--- src/rtl/mul_arbiter_tt.sv ---
// mul_arbiter_tt: two-requester round-robin scheduler in front of one shared,
// taint-tracked sequential multiplier.
//
// A job is granted in IDLE, its operands are latched, the multiplier is
// started with a one-cycle pulse, the block waits for the multiplier's level
// done signal to drop (leaving the previous result) and rise again, then the
// product is returned to the owner with a one-cycle strobe.
// Every data/control output carries a 1-bit taint built by OR-propagation.
//
// Ports
//   clk, rst                     clock (rising edge), async active-low reset
//   reqN / reqN_t                level request from requester N and its taint
//   aN, aN_t / bN, bN_t          operands (multiplier / multiplicand) + taints
//   gntN / gntN_t                requester N owns the multiplier
//   rsp_valid0/1, rsp_valid_t    one-cycle result strobe to the owner + taint
//   rsp_data / rsp_data_t        registered product + taint
//   busy                         FSM not in IDLE
//   mul_start / mul_start_t      start pulse to the multiplier + taint
//   mul_multiplier(_t)           latched operand a + taint
//   mul_multiplicand(_t)         latched operand b + taint
//   mul_product(_t)              product from the multiplier + taint
//   mul_done / mul_done_t        multiplier product-done level + taint
module mul_arbiter_tt #(
  parameter int WIDTH = 64
) (
  input  logic               clk,
  input  logic               rst,
  input  logic               req0,
  input  logic               req0_t,
  input  logic [WIDTH-1:0]   a0,
  input  logic               a0_t,
  input  logic [WIDTH-1:0]   b0,
  input  logic               b0_t,
  input  logic               req1,
  input  logic               req1_t,
  input  logic [WIDTH-1:0]   a1,
  input  logic               a1_t,
  input  logic [WIDTH-1:0]   b1,
  input  logic               b1_t,
  output logic               gnt0,
  output logic               gnt0_t,
  output logic               gnt1,
  output logic               gnt1_t,
  output logic               rsp_valid0,
  output logic               rsp_valid1,
  output logic               rsp_valid_t,
  output logic [2*WIDTH-1:0] rsp_data,
  output logic               rsp_data_t,
  output logic               busy,
  output logic               mul_start,
  output logic               mul_start_t,
  output logic [WIDTH-1:0]   mul_multiplier,
  output logic               mul_multiplier_t,
  output logic [WIDTH-1:0]   mul_multiplicand,
  output logic               mul_multiplicand_t,
  input  logic [2*WIDTH-1:0] mul_product,
  input  logic               mul_product_t,
  input  logic               mul_done,
  input  logic               mul_done_t
);

  localparam logic [2:0] IDLE    = 3'd0;
  localparam logic [2:0] ISSUE   = 3'd1;
  localparam logic [2:0] WAIT_LO = 3'd2;
  localparam logic [2:0] WAIT_HI = 3'd3;
  localparam logic [2:0] RESP    = 3'd4;

  logic [2:0]         state_q, state_d;
  logic               ptr_q, ptr_d;         // preferred requester on a tie
  logic               owner_q, owner_d;     // requester of the current job
  logic               arb_t_q, arb_t_d;     // taint of the arbitration decision
  logic               gnt0_q, gnt0_d;
  logic               gnt1_q, gnt1_d;
  logic [WIDTH-1:0]   op_a_q, op_a_d;
  logic               op_a_t_q, op_a_t_d;
  logic [WIDTH-1:0]   op_b_q, op_b_d;
  logic               op_b_t_q, op_b_t_d;
  logic [2*WIDTH-1:0] rsp_data_q, rsp_data_d;
  logic               rsp_data_t_q, rsp_data_t_d;
  logic               done_t_q, done_t_d;   // taint of the done that ended the job

  // Requester 1 wins when it is the only one asking, or on a tie when the
  // round-robin pointer favours it.
  logic pick1;
  assign pick1 = req1 && (!req0 || ptr_q);

  always_comb begin
    // NOTE: every variable gets a default before the case so no path leaves
    // it unassigned, which would otherwise infer a latch.
    state_d      = state_q;
    ptr_d        = ptr_q;
    owner_d      = owner_q;
    arb_t_d      = arb_t_q;
    gnt0_d       = gnt0_q;
    gnt1_d       = gnt1_q;
    op_a_d       = op_a_q;
    op_a_t_d     = op_a_t_q;
    op_b_d       = op_b_q;
    op_b_t_d     = op_b_t_q;
    rsp_data_d   = rsp_data_q;
    rsp_data_t_d = rsp_data_t_q;
    done_t_d     = done_t_q;

    case (state_q)
      IDLE: begin
        if (req0 || req1) begin
          owner_d  = pick1;
          gnt0_d   = !pick1;
          gnt1_d   = pick1;
          // Whether the losing request was tainted still influences who won.
          arb_t_d  = (req0 & req0_t) | (req1 & req1_t);
          op_a_d   = pick1 ? a1   : a0;
          op_a_t_d = pick1 ? a1_t : a0_t;
          op_b_d   = pick1 ? b1   : b0;
          op_b_t_d = pick1 ? b1_t : b0_t;
          state_d  = ISSUE;
        end
      end
      ISSUE: state_d = WAIT_LO;
      // done is a level from the previous job; wait until it drops so the
      // stale product is never returned.
      WAIT_LO: if (!mul_done) state_d = WAIT_HI;
      WAIT_HI: begin
        if (mul_done) begin
          rsp_data_d   = mul_product;
          rsp_data_t_d = mul_product_t | mul_done_t | arb_t_q;
          done_t_d     = mul_done_t;
          state_d      = RESP;
        end
      end
      RESP: begin
        gnt0_d  = 1'b0;
        gnt1_d  = 1'b0;
        ptr_d   = !owner_q;
        state_d = IDLE;
      end
      default: state_d = IDLE;
    endcase
  end

  always_ff @(posedge clk or negedge rst) begin
    if (!rst) begin
      state_q      <= IDLE;
      ptr_q        <= 1'b0;
      owner_q      <= 1'b0;
      arb_t_q      <= 1'b0;
      gnt0_q       <= 1'b0;
      gnt1_q       <= 1'b0;
      op_a_q       <= '0;
      op_a_t_q     <= 1'b0;
      op_b_q       <= '0;
      op_b_t_q     <= 1'b0;
      rsp_data_q   <= '0;
      rsp_data_t_q <= 1'b0;
      done_t_q     <= 1'b0;
    end else begin
      // NOTE: non-blocking assignments so every flop samples pre-edge values.
      state_q      <= state_d;
      ptr_q        <= ptr_d;
      owner_q      <= owner_d;
      arb_t_q      <= arb_t_d;
      gnt0_q       <= gnt0_d;
      gnt1_q       <= gnt1_d;
      op_a_q       <= op_a_d;
      op_a_t_q     <= op_a_t_d;
      op_b_q       <= op_b_d;
      op_b_t_q     <= op_b_t_d;
      rsp_data_q   <= rsp_data_d;
      rsp_data_t_q <= rsp_data_t_d;
      done_t_q     <= done_t_d;
    end
  end

  assign gnt0        = gnt0_q;
  assign gnt0_t      = gnt0_q & arb_t_q;
  assign gnt1        = gnt1_q;
  assign gnt1_t      = gnt1_q & arb_t_q;
  assign rsp_valid0  = (state_q == RESP) & !owner_q;
  assign rsp_valid1  = (state_q == RESP) & owner_q;
  assign rsp_valid_t = (state_q == RESP) & (arb_t_q | done_t_q);
  assign rsp_data    = rsp_data_q;
  assign rsp_data_t  = rsp_data_t_q;
  assign busy        = (state_q != IDLE);
  assign mul_start   = (state_q == ISSUE);
  assign mul_start_t = (state_q == ISSUE) & arb_t_q;

  assign mul_multiplier     = op_a_q;
  assign mul_multiplier_t   = op_a_t_q;
  assign mul_multiplicand   = op_b_q;
  assign mul_multiplicand_t = op_b_t_q;

endmodule

--- config.mk ---
export PLATFORM = sky130hd
export DESIGN_NAME = mul_arbiter_tt
export DESIGN_NICKNAME = d
export VERILOG_FILES = /design/src/rtl/mul_arbiter_tt.sv
export SDC_FILE = /design/constraint.sdc
export NUM_CORES = 1
export LEC_CHECK = 0
export BUFFER_PORTS_ARGS = -buffer_cell sky130_fd_sc_hd__buf_4
export CAP_MARGIN = 10
export CORE_AREA = 2 2 256 258
export CTS_BUF_LIST = sky130_fd_sc_hd__clkbuf_4
export DETAILED_ROUTE_END_ITERATION = 7
export DIE_AREA = 0 0 258 260
export SLEW_MARGIN = 20
export SYNTH_ARGS = -nofsm -noshare
export SYNTH_HDL_FRONTEND = slang
export SYNTH_SLANG_ARGS = --single-unit
--- constraint.sdc ---
create_clock -name clk -period 3.55 [get_ports clk]
set_input_delay 0.1775 -clock clk [delete_from_list [all_inputs] [get_ports clk]]
set_output_delay 0.1775 -clock clk [all_outputs]
set_load 0.02 [all_outputs]
Word level (Yosys, flattened, before mapping) --
Cells that the tools add are included.
Word-level totals: word-level logic and storage cells 57, output and inout bits 269, register bits after elaboration 268
Cells by class: mux-type cells 12, bitwise gates (word level) 12, reductions and logical operators 13, equal/unequal tests 7
Operators by type and width (count):
- $mux W64 | 2
- $pmux W3 S4 | 1
- $mux W3 | 3
- $and A1 B1 Y1 | 8
- $eq A3 B2 Y1 const B | 2
- $ne A2 B2 Y1 const B | 3
- $reduce_and A2 Y1 | 3
- $mux W1 | 4
- $or A1 B1 Y1 | 4
- $pmux W1 S2 | 2
- $eq A3 B1 Y1 const B | 1
- $eq A3 B3 Y1 const B | 1
- $logic_not A1 Y1 | 3
- $logic_not A3 Y1 | 1
- $reduce_and A3 Y1 | 1
- $reduce_bool A3 Y1 | 1
- $logic_or A1 B1 Y1 | 2
- $reduce_bool A2 Y1 | 1
- $logic_and A1 B1 Y1 | 1

Longest topological paths before layout --
Gate-level depths: netlist of run 1.
depth in word-level cells 6, mapped depth 8, gate-level depth less buffers 4

Least setup slack after synthesis of run 1 --
OpenSTA, ideal clock, no wires.
path kind register to register, start register state_q[2], end register op_b_q[0] (netlist: mul_multiplicand[0]), required time 3.420 ns, library setup time 0.130 ns, clock period less this slack 1.584 ns, stages on the path, launching flop included 8, data arrival time 1.453 ns, buffers on the path 4, path slack 1.966 ns, cell sequence dfrtp_1 buf_6 nor3_4 and2_1 buf_2 buf_6 buf_6 a31oi_2
Between the ends: word-level cells in the longest chain between the ends 2
RTL lines:
- start: declaration | line 68 | logic [2:0] state_q, state_d;
- start signal: assignment | line 158 | state_q <= state_d;
- $logic_not A3 Y1 | line 104 | case (state_q)
- $reduce_and A2 Y1 (no source line)
- end signal: assignment | line 166 | op_b_q <= op_b_d;
- end: declaration | line 76 | logic [WIDTH-1:0] op_b_q, op_b_d;
No other way between the ends. A chain may end at the register's enable or synchronous reset.

Final worst setup path of run 1 --
start register state_q[2], end register op_b_q[59] (netlist: mul_multiplicand[59])
The elaborated chain is that of the path after synthesis.

==> results.py, run 1 <==
metrics = {
    "outcome": {
        "outcome": "complete, no violations",
    },
    "route": {
        "postRouteAntennaNets": 0,
        "vias": 13588,
        "drt-pass1-iter-count": 6,
        "via_per_inst": 4.43,
        "drt-total-wl_mm": 56.7,
        "wl_per_cell_um": 18.5,
        "drtIter0Drc": 748,
        "drc": 0,
    },
    "global_route": {
        "first_global_vias": 14472,
        "grt_antenna_before_repair": 5,
        "grt_first_pass_wirelength_mm": 83.8,
        "grt.total_usage_pct": 16.0,
        "grt_remaining_overflow": 0,
        "grt_max_degree": 139,
    },
    "synth": {
        "yosysTopAreaCell": "dfrtp_1",
        "netlist_area_mm2": 0.0127,
        "yosysSeqAreaShare_pct": 53.0,
        "async_reset_ff_share_pct": 100,
        "yosysMostFrequentCell": "dfrtp_1",
        "avgSynthCellArea_um2": 11.8,
        "yosys_warnings": 0,
        "synth-edff-count": 0,
        "synthFlopType": "dfrtp_1",
        "synthDistinctLibCells": 28,
        "syn-num-nets": 1468,
        "synth_seq_cells": 268,
        "yosys-top-cells-count": "268 x dfrtp_1, 133 x a21oi_1, 130 x nand3b_1, 130 x o21ai_0, 129 x mux2_1",
        "synth_area_leaders": "dfrtp_1 53%, mux2_1 11%, a31oi_2 9.9%",
        "synthCells": 1071,
        "synth_top_area_share_pct": 53.0,
    },
    "worst_setup_path": {
        "path_class": "register to register",
        "cp_data_required_time_ns": 4.20,
        "cpMaxStageDelayCell": "dlygate4sd3_1",
        "endpoint_kind": "register",
        "path_buf_inv": 2,
        "crit_fanout": 130,
        "critPathTopFamily": "buffers and inverters",
        "max_stage_delay_ns": 0.62,
        "critPathLaunchType": "register",
        "arrival_ns": 3.27,
        "crit_chain": "nor3_4 > and2_4 > buf_12 > a31oi_2 > dlygate4sd3_1",
    },
    "clock_network": {
        "clock_latency_ns": 0.82,
        "cts_setup_buffers": 0,
        "cts_tree": "built",
        "post_cts_resized": 0,
        "clkTransAtPathRegs_ns": 0.06,
        "ctsHoldBuffers": 437,
        "ctsRootBufferMaster": "clkbuf_4",
        "numClockSinks": 268,
        "h-tree-depth": 3,
        "ctsLongestPathBuffers": 3,
        "cts_buffers": 81,
    },
    "timing": {
        "fin_crit_ns": 2.62,
        "fmax_mhz": 382,
        "tightest_slew_ns": 0.982,
        "tns_ns": 0,
        "finalSetupViolations": 0,
        "hold_viol": 0,
        "finalCritPeriodShare_pct": 73.7,
        "skew_ns": 0.0900,
        "slew_viol_final": 0,
        "rsz0062_at_grt": "false",
        "maxSlewHeadroom_pct": 34.6,
        "worst_slack_ns": 0.933,
    },
    "job": {
        "drv_cap": 0,
    },
    "power_and_ir_drop": {
        "p_leak_nw": 10.2,
        "pwr-share-comb_pct": 54.6,
        "seqPwrFrac_pct": 29.2,
        "switchingPower_mw": 7.86,
        "p_clk_share_pct": 16.2,
        "powerDensity_mw_per_mm2": 812,
        "vdd_drop_max_uv": 588,
        "power.internal_mw": 11.5,
        "switching_share_pct": 40.6,
    },
    "finish": {
        "nFillCells": 6193,
        "area_delta_synth_final_pct": 88.4,
        "nets": 2551,
        "fin_area_mm2": 0.0238,
        "drive_gt1_share_pct": 41.6,
        "layoutNonFillerInstCount": 3069,
    },
    "placed_design": {
        "port_buffers": 665,
        "placed_cell_area_mm2": 0.0184,
        "dp_cells": 2489,
        "dp_hpwl_mm": 35.0,
        "place_ws_ns": 1.48,
        "routabilityCongestion": 0.791,
    },
    "die": {
        "io_pins": 666,
        "initial_core_util_pct": 19.7,
        "rows": 93,
        "die_y_um": 260,
        "coreArea_mm2": 0.0641,
        "dieArea_mm2": 0.0671,
        "die_w_um": 258,
    },
    "worst_hold_path": {
        "hold_path_class": "input port to register",
    },
}
## flip-flops by register name, summed over array words and instances (netlist names), 3 cells and up
signal / cells
rsp_data: 128
mul_multiplicand: 64
mul_multiplier: 64
state_q: 3
## per-stage QoR
step / hold WS, ns / power, mW / util [%]
2_1_floorplan: -0.118 / 10.4 / -
3_3_place_gp: 0.278 / 14.3 / 28.7
3_5_place_dp: 0.286 / 14.5 / 28.7
4_1_cts: 0.00197 / 19.4 / 37.2
5_1_grt: 0.0502 / 20.5 / 37.2
6_report: 0.155 / 19.4 / 37.2
## power groups by stage
stage / logic [mW] / clock network, mW / registers (mW)
2_1_floorplan: 3.13 / 0 / 7.30
3_3_place_gp: 8.70 / 0 / 5.60
3_5_place_dp: 8.83 / 0 / 5.66
4_1_cts: 10.5 / 3.28 / 5.63
5_1_grt: 11.2 / 3.47 / 5.84
6_report: 10.6 / 3.13 / 5.66
## worst register-to-register path, delay by kind of cell, from the launching register on
kind | cells | cell delay [ns]
AND/OR/NAND/NOR | 2 | 0.48
flip-flops | 1 | 0.49
AO/OA/AOI/OAI | 1 | 0.38
buffers and inverters | 2 | 1.18
## cells in the final DEF, fill, tap and decap left out, drive strengths merged
cell type,n
nand2,3
o21a,1
nor3b,1
a211oi,1
dfrtp,268
diode,4
a21oi,133
and3,2
nor2,6
dlygate4sd3,436
nor3,4
clkinv,9
buf,681
nand3b,130
o2bb2ai,1
or2,1
a21boi,1
inv,6
a21o,1
o21ai,131
a31oi,130
clkbuf,124
a22oi,1
clkinvlp,2
mux2,129
nand4b,1
and2,4
bufinv,1
nor2b,2
## per-layer routing
metal / vias up / track usage, % / share of wire (%)
met4: 4 / 9.55 / 5.3
met2: 686 / 26.9 / 48
met5: - / 0 / 0.053
met1: 6586 / 18.2 / 39
li1: 6176 / - / -
met3: 136 / 4.40 / 7.8
## layout make-up
type	instances	area [um2]	share of cell area, %
Inverter	3	13.8	0.0577
Sequential cell	268	6710	28.1
Antenna cell	4	10.0	0.0420
Clock inverter	15	109	0.457
Clock buffer	124	931	3.90
Multi-Input combinational cell	683	5390	22.6
Tap cell	855	1070	4.49
Timing Repair Buffer	1117	9620	40.3
## worst paths after layout
| path | from | endpoint | slack, ns | cells after the start |
|---|---|---|---|---|
| setup / recovery | state_q[2] | mul_multiplicand[59] | 0.93 | 5 |
| hold / removal | mul_product[59] | rsp_data[59] | 0.16 | 3 |
| setup reg to reg | state_q[2] | mul_multiplicand[59] | 0.93 | 5 |
| hold reg to reg | rsp_data[31] | rsp_data[31] | 0.49 | 1 |
| max in group asynchronous | rst | rsp_data[86] | 2.36 | 4 |
| min in group asynchronous | rst | mul_multiplicand[24] | 0.48 | 3 |
## kinds of logic (layout without fill, tap and decap cells)
| group | count (synthesis) | count (layout) | synth area share [%] |
|---|---|---|---|
| simple gates | 154 | 154 | 8.80 |
| compound gates | 400 | 400 | 22.2 |
| mux | 129 | 129 | 11.5 |
| buf+inv | 120 | 1259 | 4.57 |
| other cells | 0 | 4 | 0 |
| flops | 268 | 268 | 53.0 |
Note: power is estimated with default switching activity, not from simulation.
==> run 2, diff against run 1 <==
CORE_AREA = 2 2 258 260   (was 2 2 256 258)
DIE_AREA = 0 0 260 262   (was 0 0 258 260)
clock period = 2.4 ns   (was 3.55 ns; I/O delays follow)
==> run 2 against run 1 <==
The run now fails in clock tree synthesis (4_1_cts). Area after synthesis stayed put. Synthesized cell count stayed put.
==> results.py, run 2 <==
metrics = {
    "clock_network": {
        "ctsRootBufferMaster": "clkbuf_4",
        "h-tree-depth": 3,
        "cts_buffers": 80,
        "ctsHoldBuffers": 532,
        "ctsLongestPathBuffers": 3,
        "cts_setup_buffers": 1,
        "numClockSinks": 268,
        "post_cts_resized": 0,
    },
    "synth": {
        "yosysSeqAreaShare_pct": 53.0,
        "synthFlopType": "dfrtp_1",
        "syn-num-nets": 1468,
        "async_reset_ff_share_pct": 100,
        "synth_seq_cells": 268,
        "synth-adder-area-share_pct": 0,
        "netlist_area_mm2": 0.0127,
        "synth-edff-count": 0,
        "synth-xor-area-share_pct": 0,
        "synth_top_family_by_area": "compound AO/OA/AOI/OAI gates",
        "yosys_warnings": 0,
        "yosysTopAreaCell": "dfrtp_1",
        "synth.mux.area_fraction_pct": 11.5,
        "avgSynthCellArea_um2": 11.8,
        "synthDistinctLibCells": 28,
        "synth_area_leaders": "dfrtp_1 53%, mux2_1 11%, a31oi_2 9.9%",
        "synth_top_area_share_pct": 53.0,
        "yosys.area_share.simple_pct": 8.80,
        "yosysMostFrequentCell": "dfrtp_1",
        "synthCells": 1071,
        "yosys-top-cells-count": "268 x dfrtp_1, 133 x a21oi_1, 130 x nand3b_1, 130 x o21ai_0, 129 x mux2_1",
        "synth-compound-area-share_pct": 22.2,
    },
    "die": {
        "die_w_um": 260,
        "rows": 94,
        "initial_core_util_pct": 19.4,
        "die_y_um": 262,
        "io_pins": 666,
    },
    "outcome": {
        "last-stage-reached": "clock tree synthesis (4_1_cts)",
        "outcome": "stopped before the end",
        "error": "[ERROR RSZ-0060] Max buffer count reached.",
    },
    "placed_design": {
        "routabilityCongestion": 0.833,
        "place_ws_ns": 0.545,
        "port_buffers": 665,
        "dp_hpwl_mm": 35.2,
    },
}
## run 2: stage by stage
| stage | util [%] | hold slack, ns | cell area [um2] | cells |
|---|---|---|---|---|
| 2_1_floorplan | - | -0.176 | 12700 | 1071 |
| 3_3_place_gp | 28.6 | 0.143 | 18700 | 2521 |
| 3_5_place_dp | 28.6 | 0.141 | 18700 | 2521 |
## run 2: logic make-up after synthesis
logic type,Yosys count
compound gates,400
flops,268
simple gates,154
mux,129
buf+inv,120
==> run 3, diff against run 2 <==
CORE_AREA = 2 2 257 259   (was 2 2 258 260)
CTS_BUF_LIST = not set   (was sky130_fd_sc_hd__clkbuf_4)
DIE_AREA = 0 0 259 261   (was 0 0 260 262)
PLACE_DENSITY_LB_ADDON = 0.15   (was not set)
clock period = 3.1 ns   (was 2.4 ns; I/O delays follow)
==> run 3 against run 2 <==
The run now ends clean.
==> results.py, run 3 (synthesis results as in run 1) <==
metrics = {
    "outcome": {
        "outcome": "complete, no violations",
    },
    "clock_network": {
        "clkTransAtPathRegs_ns": 0.05,
        "cts_tree": "built",
        "h-tree-depth": 2,
        "ctsRootBufferMaster": "clkbuf_16",
        "clock_latency_ns": 0.54,
        "cts_buffers": 37,
        "numClockSinks": 268,
        "ctsLongestPathBuffers": 3,
    },
    "timing": {
        "rsz0062_at_grt": "false",
        "fmax_mhz": 364,
        "maxSlewHeadroom_pct": 44.4,
        "tightest_slew_ns": 0.833,
        "hold_viol": 0,
        "worst_slack_ns": 0.353,
        "tns_ns": 0,
        "finalSetupViolations": 0,
        "slew_viol_final": 0,
        "finalCritPeriodShare_pct": 88.6,
        "skew_ns": 0.0216,
        "fin_crit_ns": 2.75,
    },
    "route": {
        "drc": 0,
        "postRouteAntennaNets": 0,
        "drtIter0Drc": 664,
        "drt-pass1-iter-count": 4,
        "via_per_inst": 4.32,
        "wl_per_cell_um": 19.0,
        "vias": 12846,
        "drt-total-wl_mm": 56.5,
    },
    "global_route": {
        "grt_remaining_overflow": 0,
        "first_global_vias": 13322,
        "grt_antenna_before_repair": 11,
        "grt_first_pass_wirelength_mm": 82.1,
        "grt_max_degree": 141,
        "grt.total_usage_pct": 15.8,
    },
    "die": {
        "rows": 94,
        "coreArea_mm2": 0.0650,
        "die_y_um": 261,
        "initial_core_util_pct": 19.5,
        "dieArea_mm2": 0.0676,
        "io_pins": 666,
        "die_w_um": 259,
    },
    "placed_design": {
        "dp_cells": 2506,
        "port_buffers": 665,
        "place_ws_ns": 0.905,
        "routabilityCongestion": 0.788,
        "dp_hpwl_mm": 37.8,
    },
    "finish": {
        "final_cell_mix": "674 x buf_4, 392 x dlygate4sd3_1, 268 x dfrtp_1",
        "final_common_cell": "buf_4",
        "nets": 2470,
        "area_delta_synth_final_pct": 87.3,
        "fin_util_pct": 36.4,
        "layoutNonFillerInstCount": 2971,
        "nFillCells": 6557,
        "drive_gt1_share_pct": 40.7,
        "largest_reg_flops": 128,
    },
    "worst_setup_path": {
        "critPathLaunchType": "register",
        "cp_data_required_time_ns": 3.51,
        "endpoint_kind": "register",
        "arrival_ns": 3.15,
        "crit_fanout": 37,
        "path_class": "register to register",
    },
    "job": {
        "drv_cap": 0,
    },
    "power_and_ir_drop": {
        "p_leak_nw": 10.1,
        "p_total_mw": 22.8,
        "vdd_drop_max_uv": 436,
        "powerDensity_mw_per_mm2": 962,
    },
    "worst_hold_path": {
        "hold_path_class": "input port to register",
    },
}
==> run 3: where the power goes <==
part	leakage (nW)	internal (mW)	total, mW	switching [mW]
Clock	0.612	2.67	4.36	1.69
Sequential	3.09	5.30	6.37	1.07
Combinational	6.39	6.00	12.1	6.07
Total	10.1	14.0	22.8	8.82
==> run 3: path summary, 6_finish.rpt <==
check	from	to	slack, ns	cells past startpoint
max	state_q[2]	mul_multiplicand[49]	0.35	5
min	req1_t	arb_t_q	0.06	3
max reg2reg	state_q[2]	mul_multiplicand[49]	0.35	5
min reg2reg	rsp_data[103]	rsp_data[103]	0.49	1
max in group asynchronous	rst	rsp_data[52]	1.96	3
min in group asynchronous	rst	rsp_data[107]	0.26	2
==> run 3: cell type report <==
class	instances	area, um2	area share (%)
antenna	6	15.0	0.0633
multi-input combinational	683	5390	22.7
timing repair buffer	1080	9260	39.1
tap	864	1080	4.56
inverter	3	12.5	0.0528
sequential	268	6710	28.3
clock buffer	52	1070	4.52
clock inverter	15	170	0.718
==> run 3: timing repair <==
item / in CTS / in global routing
buffers inserted: 0 / 0
resized for setup: 0 / 0
endpoints found under the hold margin: 348 / 0
hold buffers: 392 / 0
endpoints found under the setup margin: 0 / 0
==> run 3: metrics by stage <==
stage / hold slack [ns] / area [um2]
6_report: 0.0561 / 23700
5_1_grt: 0.0504 / 23700
4_1_cts: 0.00667 / 23700
3_5_place_dp: 0.286 / 18500
3_3_place_gp: 0.270 / 18500
2_1_floorplan: -0.141 / 12700
==> run 3: routing by layer <==
metal  track usage [%]  part of all wire, %
met1              17.7                   39
met2              27.8                   50
met3              5.25                  7.4
met4              5.64                  3.4
met5                 0                0.092
==> run 3: critical path: stages, from the launching register on <==
cell and delay (ns):
dfrtp_1 0.48, nor3_4 0.44, and2_4 0.58, buf_12 0.35, a31oi_2 0.13, dlygate4sd3_1 0.58
==> run 4, diff against run 3 <==
CELL_PAD_IN_SITES_DETAIL_PLACEMENT = 1   (was not set)
CELL_PAD_IN_SITES_GLOBAL_PLACEMENT = 1   (was not set)
CORE_AREA = 2 2 263 265   (was 2 2 257 259)
DIE_AREA = 0 0 265 267   (was 0 0 259 261)
==> run 4 against run 3 <==
Sequential share of layout area rose by 0.11 points. First-iteration DRC count decreased by 29%. Cell count increased by 0.61%. Setup slack better by 0.13 ns. Sequential power hardly changed. Critical path type unchanged.
==> results.py, run 4 (synthesis results as in run 1) <==
metrics = {
    "die": {
        "initial_core_util_pct": 18.6,
        "coreArea_mm2": 0.0680,
        "rows": 96,
        "dieArea_mm2": 0.0708,
        "io_pins": 666,
        "die_w_um": 265,
        "die_y_um": 267,
    },
    "worst_setup_path": {
        "max_stage_delay_ns": 0.58,
        "endpoint_kind": "register",
        "crit_chain": "nor3_4 > buf_12 > buf_4 > a21oi_1 > a31oi_2 > dlygate4sd3_1",
        "crit_fanout": 99,
        "cpMaxStageDelayCell": "dlygate4sd3_1",
        "critPathLaunchType": "register",
        "path_buf_inv": 3,
        "cp_data_required_time_ns": 3.56,
        "startpoint": "state_q[2]",
        "arrival_ns": 3.09,
        "critPathTopFamily": "buffers and inverters",
        "path_class": "register to register",
        "reg2reg_from": "state_q[2]",
    },
    "global_route": {
        "grt_first_pass_wirelength_mm": 91.2,
        "grt.total_usage_pct": 16.8,
        "grt_remaining_overflow": 0,
        "use_met2_pct": 29.9,
        "grt_most_used_layer": "met2",
        "use_met3_pct": 5.48,
        "grt_antenna_before_repair": 11,
        "grt_max_degree": 155,
        "grt_util_met1_pct": 19.1,
        "first_global_vias": 14096,
    },
    "finish": {
        "nets": 2475,
        "nFillCells": 7541,
        "final_cell_mix": "680 x buf_4, 391 x dlygate4sd3_1, 268 x dfrtp_1",
        "drive_gt1_share_pct": 40.5,
        "fin_util_pct": 34.7,
        "area_delta_synth_final_pct": 86.5,
        "largest_reg_flops": 128,
        "final_common_cell": "buf_4",
    },
    "timing": {
        "slew_viol_final": 0,
        "tns_ns": 0,
        "timing.hold.ws_ns": 0.0543,
        "finalCritPeriodShare_pct": 84.6,
        "fmax_mhz": 381,
        "tightest_slew_ns": 0.845,
        "worst_slack_ns": 0.478,
        "fin_crit_ns": 2.62,
        "finalSetupViolations": 0,
        "skew_ns": 0.0141,
        "rsz0062_at_grt": "false",
        "hold_viol": 0,
        "maxSlewHeadroom_pct": 43.6,
    },
    "job": {
        "drv_cap": 0,
    },
    "route": {
        "drt-pass1-iter-count": 4,
        "postRouteAntennaNets": 0,
        "wl_per_cell_um": 20.6,
        "drtIter0Drc": 474,
        "vias": 12922,
        "via_per_inst": 4.32,
        "drt-total-wl_mm": 61.5,
        "drc": 0,
    },
    "clock_network": {
        "clock_latency_ns": 0.54,
        "ctsRootBufferMaster": "clkbuf_16",
        "cts_setup_buffers": 0,
        "numClockSinks": 268,
        "ctsLongestPathBuffers": 3,
        "h-tree-depth": 2,
        "cts_tree": "built",
        "cts_buffers": 37,
        "clkTransAtPathRegs_ns": 0.06,
    },
    "placed_design": {
        "routabilityCongestion": 0.764,
        "dp_hpwl_mm": 42.5,
        "port_buffers": 665,
        "place_ws_ns": 0.998,
    },
    "worst_hold_path": {
        "hold_path_startpoint": "a0[62]",
        "hold_path_class": "input port to register",
    },
    "power_and_ir_drop": {
        "powerDensity_mw_per_mm2": 958,
        "vdd_drop_max_uv": 624,
        "p_leak_nw": 10.0,
        "p_total_mw": 22.6,
    },
    "outcome": {
        "outcome": "complete, no violations",
    },
}
run 4: final timing paths:
path | cells after the start | slack, ns | endpoint
worst max-delay path | 6 | 0.48 | mul_multiplicand[4]
worst min register to register | 1 | 0.49 | rsp_data[108]
max in group asynchronous | 3 | 2.11 | mul_multiplier[8]
min in group asynchronous | 2 | 0.18 | rsp_data[37]
worst max register to register | 6 | 0.48 | mul_multiplicand[4]
worst min-delay path | 3 | 0.05 | mul_multiplier[62]
run 4: metrics by stage:
stage | cells | area [um2]
after detailed placement | 2530 | 18600
after global routing | 2986 | 23600
after floorplan | 1071 | 12700
after global placement | 2530 | 18600
after CTS | 2982 | 23600
final | 2989 | 23600
run 4: power by group:
group | switching, mW | total (mW) | internal [mW]
Clock | 1.69 | 4.02 | 2.33
Combinational | 6.21 | 12.2 | 6.00
Sequential | 1.09 | 6.39 | 5.30
run 4: area by class of cell:
type / instances / area (um2) / share of cell area [%]
timing repair buffer: 1085 / 9290 / 39.4
sequential: 268 / 6710 / 28.4
multi-input combinational: 683 / 5390 / 22.8
tap: 882 / 1100 / 4.67
clock buffer: 54 / 1050 / 4.45
clock inverter: 7 / 42.5 / 0.180
antenna: 7 / 17.5 / 0.0742
inverter: 3 / 12.5 / 0.0530
run 4: what timing repair did:
item / CTS / global route
endpoints found under the hold margin: 315 / 0
hold buffers: 391 / 0
gates resized for setup: 0 / 0
run 4: layer usage:
metal	routed length [um]	vias up
li1	-	5981
met1	23900	6396
met2	30900	445
met3	4870	94
met4	1820	6
met5	42	-
run 4: worst min-delay path: stages:
cell	delay, ns
buf_4	0.11
o21ai_0	0.18
a31oi_2	0.11
